**src/rtl/activity_monitor.sv**
```systemverilog
// activity_monitor: per-channel toggle-activity detector with an activity window.
// Each asynchronous toggle line is synchronised and edge-detected. A per-channel
// counter measures how long ago the last edge was seen. The block raises `active`
// while that edge is less than TIMEOUT cycles old, and pulses rise/fall events
// when `active` changes. A sticky `lost` flag records every fall.
// Ports:
//   Clk, Rst_n   clock; asynchronous active-low reset
//   det_toggle   [CHANNELS] asynchronous toggle inputs
//   clr_lost     synchronous clear of all lost bits
//   active       [CHANNELS] registered activity flags
//   any_active   OR of active (combinational from registers)
//   rise_evt     [CHANNELS] one-cycle pulse on the first active cycle
//   fall_evt     [CHANNELS] one-cycle pulse on the first inactive cycle
//   lost         [CHANNELS] sticky, set by fall_evt, cleared by clr_lost
module activity_monitor #(
  parameter int unsigned CHANNELS    = 4,
  parameter int unsigned TIMEOUT     = 50,
  parameter int unsigned CNT_W       = 8,
  parameter int unsigned SYNC_STAGES = 2
) (
  input  logic                Clk,
  input  logic                Rst_n,
  input  logic [CHANNELS-1:0] det_toggle,
  input  logic                clr_lost,
  output logic [CHANNELS-1:0] active,
  output logic                any_active,
  output logic [CHANNELS-1:0] rise_evt,
  output logic [CHANNELS-1:0] fall_evt,
  output logic [CHANNELS-1:0] lost
);

  localparam int unsigned ARM_CYCLES = SYNC_STAGES + 1;
  localparam int unsigned ARM_W      = $clog2(ARM_CYCLES + 1);
  localparam logic [CNT_W-1:0] TIMEOUT_C = CNT_W'(TIMEOUT);
  localparam logic [ARM_W-1:0] ARM_DONE  = ARM_W'(ARM_CYCLES);

  logic [CHANNELS-1:0] sync_q [SYNC_STAGES];
  logic [CHANNELS-1:0] sync_d [SYNC_STAGES];
  logic [CHANNELS-1:0] prev_q, prev_d;
  logic [ARM_W-1:0]    arm_cnt_q, arm_cnt_d;
  logic [CNT_W-1:0]    cnt_q [CHANNELS];
  logic [CNT_W-1:0]    cnt_d [CHANNELS];
  logic [CHANNELS-1:0] active_q, active_d;
  logic [CHANNELS-1:0] rise_q, rise_d;
  logic [CHANNELS-1:0] fall_q, fall_d;
  logic [CHANNELS-1:0] lost_q, lost_d;
  logic                armed_c;
  logic [CHANNELS-1:0] edge_c;

  // Edges are ignored until the synchronisers have flushed their reset values,
  // so a line held high through reset does not look like activity.
  assign armed_c = (arm_cnt_q == ARM_DONE);
  assign edge_c  = (sync_q[SYNC_STAGES-1] ^ prev_q) & {CHANNELS{armed_c}};

  // Next-state logic for synchroniser, arm counter, activity counters and events.
  always_comb begin
    for (int unsigned s = 0; s < SYNC_STAGES; s++) begin
      sync_d[s] = '0;
    end
    prev_d    = sync_q[SYNC_STAGES-1];
    arm_cnt_d = arm_cnt_q;
    active_d  = '0;
    rise_d    = '0;
    fall_d    = '0;
    lost_d    = lost_q;
    for (int unsigned i = 0; i < CHANNELS; i++) begin
      cnt_d[i] = cnt_q[i];
    end

    sync_d[0] = det_toggle;
    for (int unsigned s = 1; s < SYNC_STAGES; s++) begin
      sync_d[s] = sync_q[s-1];
    end

    if (!armed_c) begin
      arm_cnt_d = arm_cnt_q + ARM_W'(1);
    end

    // Edge restarts the window; otherwise count up and saturate at TIMEOUT.
    for (int unsigned i = 0; i < CHANNELS; i++) begin
      if (edge_c[i]) begin
        cnt_d[i] = '0;
      end else if (cnt_q[i] < TIMEOUT_C) begin
        cnt_d[i] = cnt_q[i] + CNT_W'(1);
      end
      active_d[i] = (cnt_d[i] < TIMEOUT_C);
    end

    rise_d = active_d & ~active_q;
    fall_d = ~active_d & active_q;
    // A fall in the same cycle as a clear keeps the flag set.
    lost_d = fall_q | (lost_q & ~{CHANNELS{clr_lost}});
  end

  // State registers.
  always_ff @(posedge Clk or negedge Rst_n) begin
    if (!Rst_n) begin
      for (int unsigned s = 0; s < SYNC_STAGES; s++) begin
        sync_q[s] <= '0;
      end
      prev_q    <= '0;
      arm_cnt_q <= '0;
      for (int unsigned i = 0; i < CHANNELS; i++) begin
        cnt_q[i] <= TIMEOUT_C;
      end
      active_q  <= '0;
      rise_q    <= '0;
      fall_q    <= '0;
      lost_q    <= '0;
    end else begin
      for (int unsigned s = 0; s < SYNC_STAGES; s++) begin
        sync_q[s] <= sync_d[s];
      end
      prev_q    <= prev_d;
      arm_cnt_q <= arm_cnt_d;
      for (int unsigned i = 0; i < CHANNELS; i++) begin
        cnt_q[i] <= cnt_d[i];
      end
      active_q  <= active_d;
      rise_q    <= rise_d;
      fall_q    <= fall_d;
      lost_q    <= lost_d;
    end
  end

  assign active     = active_q;
  assign any_active = |active_q;
  assign rise_evt   = rise_q;
  assign fall_evt   = fall_q;
  assign lost       = lost_q;

endmodule

```
**config.mk**
```make
export PLATFORM = sky130hd
export DESIGN_NAME = activity_monitor
export DESIGN_NICKNAME = d
export VERILOG_FILES = /design/src/rtl/activity_monitor.sv
export SDC_FILE = /design/constraint.sdc
export NUM_CORES = 1
export LEC_CHECK = 0
export ABC_AREA = 1
export BUFFER_PORTS_ARGS = -buffer_cell sky130_fd_sc_hd__buf_4
export CAP_MARGIN = 20
export CELL_PAD_IN_SITES_DETAIL_PLACEMENT = 0
export CELL_PAD_IN_SITES_GLOBAL_PLACEMENT = 1
export CORE_ASPECT_RATIO = 1.25
export CORE_MARGIN = 2
export CORE_UTILIZATION = 46
export CTS_BUF_LIST = sky130_fd_sc_hd__clkbuf_4 sky130_fd_sc_hd__clkbuf_8
export DETAILED_ROUTE_END_ITERATION = 10
export PLACE_DENSITY_LB_ADDON = 0.1
export SLEW_MARGIN = 10
export SYNTH_ARGS = -nofsm -noshare
export SYNTH_HDL_FRONTEND = slang
export SYNTH_SLANG_ARGS = --single-unit
```
**constraint.sdc**
```tcl
create_clock -name Clk -period 1.87 [get_ports Clk]
set_input_delay 0.0935 -clock Clk [delete_from_list [all_inputs] [get_ports Clk]]
set_output_delay 0.0935 -clock Clk [all_outputs]
set_load 0.02 [all_outputs]
```
==> results.yml <==
drt:
  post_drt_wl_per_cell_um: 11.3
  first_iter_violations: 83
  wl_met1_um: 2260
  wl_met2_um: 2690
  drc: 0
  dr_wl_met3_um: 161
  highest_layer: "met4"
  drtPass1Iterations: 4
  routed_via_density: 4.67
  wl_um: 5200
  final_antenna_net_count: 0
  vias: 2138
cells_and_area:
  final_common_cell: "inv_1"
  syn_to_final_growth_pct: 17.9
  diodes: 0
  fin_area_um2: 3390
  multi_input_area_um2: 1010
  drive_gt1_frac: 0.231
  nFillCells: 576
  layout_common_cells: "inv_1, nand2_1, dfrtp_1, nand3_1, buf_4"
  fin_nets: 380
  regArea_um2: 1570
clock_tree:
  holdBufCountCts: 6
  clk_path_buf_depth: 2
  cts_sinks: 62
  htreeDepth: 3
  postCtsSetupBuffers: 0
  clock-root-buffer: "clkbuf_8"
  cts_tree: "built"
  numCtsBuffers: 9
  cts_resized: 0
  insertion_delay_ns: 0.34
  clkTransAtPathRegs_ns: 0.07
synth:
  syn_area_um2: 2870
  synthTopCellsByArea: "dfrtp_1, dfstp_2, inv_1"
  syn-instance-count: 328
  synthDistinctLibCells: 25
  yosysSeqAreaShare: 0.545
  synth-edff-count: 0
  ys_ff_latch: 62
  ys_warn_count: 0
  synth_top_cell_by_area: "dfrtp_1"
  synth_top_area_share: 0.435
  ys_async_sr_fraction: 1.00
  ys.flop_type: "dfrtp_1"
  syn_avg_cell_area_um2: 8.76
  synth.net_count: 340
floorplanning:
  core_um2: 6130
  io_pins: 24
  die-area_um2: 6900
  die_x_um: 74.7
  rows: 32
  start_util: 0.469
  die_height_um: 92.4
power_and_ir_drop:
  ir_drop_v: 0.000595
  p_leak_nw: 1.85
  p_total_mw: 2.63
  power_density_nw_per_um2: 777
sta:
  setup_viol: 0
  period_minus_slack_ns: 1.58
  fin_worst_skew_ns: 0.00922
  drv_slew: 0
  rsz0062_at_grt: "false"
  tns_ns: 0
  relSlewSlack: 0.496
  tightestPinTransition_ns: 0.756
  hold_viol_final: 0
  hold_slack_ns: 0.352
  fin_crit_sh: 0.847
  max_freq_ghz: 0.631
global_route:
  grt_usage: 0.178
  grt_pass1_vias: 2184
  grt_pass1_wl_um: 9240
  grt_max_degree: 63
  antenna_found_initial: 0
  grt-ovfl-total: 0
critical_path:
  critPathRequiredTime_ns: 2.12
  critPathMaxFanout: 4
  critPathLaunchType: "flop"
  ff2ff_path_depth: 8
  critical_path_class: "flop to flop"
  cp.arrival_ns: 1.83
  cp-end-kind: "flop"
worst_hold_path:
  whs_path_depth: 0
  hp-class: "flop to flop"
place:
  gp_congestion: 0.881
  placed_area_um2: 3150
  post-dp-hpwl_um: 3740
  port_buffers: 23
outcome:
  run_status: "completed"
run:
  cap_violations: 0
## through the flow
step	instances	setup slack [ns]	util
detailed placement	436	0.305	0.515
global route	458	0.115	0.553
global placement	436	0.311	0.515
floorplan	328	0.437	-
CTS	458	0.286	0.553
finish	458	0.286	0.553
## layout make-up
type	instances	share of cell area
Multi-Input combinational cell	188	0.299
Tap cell	85	0.0314
Inverter	78	0.0864
Sequential cell	62	0.462
Clock inverter	6	0.0111
Timing Repair Buffer	29	0.0687
Clock buffer	10	0.0406
## per-layer routing
layer  track usage  vias to the layer above
met5             0                        -
met4        0.0804                        0
met3        0.0555                       10
met2         0.290                       28
met1         0.212                     1005
li1              -                     1095
## critical path, cell delays in order, from the launching register on
cell and delay, ns:
dfstp_2 0.56, ha_1 0.19, nand3_1 0.10, xor2_1 0.15, nand2_1 0.07, o21ai_2 0.06, nor2_1 0.11, nand2_1 0.08
a21oi_1 0.17
## cell families after synthesis
kind of cell,share of synthesized area
fa+ha+maj,0.0218
mux,0.00392
xor+xnor,0.0213
simple gates,0.265
buf+inv,0.102
compound gates,0.0409
flops,0.545
## worst paths after layout
check	from	endpoint	slack, ns
max reg2reg	cnt_q[9]$_DFF_PN1_	fall_evt[2]$_DFF_PN0_	0.29
min	sync_d[0]$_DFF_PN0_	prev_d[0]$_DFF_PN0_	0.35
min reg2reg	sync_d[0]$_DFF_PN0_	prev_d[0]$_DFF_PN0_	0.35
max in group asynchronous	Rst_n	cnt_q[2]$_DFF_PN0_	0.99
max	cnt_q[9]$_DFF_PN1_	fall_evt[2]$_DFF_PN0_	0.29
min in group asynchronous	Rst_n	cnt_q[18]$_DFF_PN0_	0.36
## power breakdown
| part | switching, mW | internal [mW] |
|---|---|---|
| combinational | 0.107 | 0.0750 |
| sequential | 0.0364 | 1.39 |
| clock | 0.518 | 0.508 |
## state kept, by name, indices dropped and copies added (netlist names)
register and flops:
cnt_q 32, active 4, fall_evt 4, lost 4
prev_d 4, prev_q 4, rise_evt 4, sync_d 4
arm_cnt_q 2
## synthesized netlist by cell type (3+ instances only)
cell      number
nand2_4        3
a21oi_1        8
xnor2_1        5
nand2_2        6
nor2_2         6
ha_1           5
o21bai_1       4
nand3_2        7
nand2_1       60
inv_2          7
dfrtp_1       50
or2_2          3
inv_1         70
nand3_1       38
nand4_1        9
dfstp_2       12
o21ai_0        5
nor2_1        21
Power figures use the tool's default switching activity.
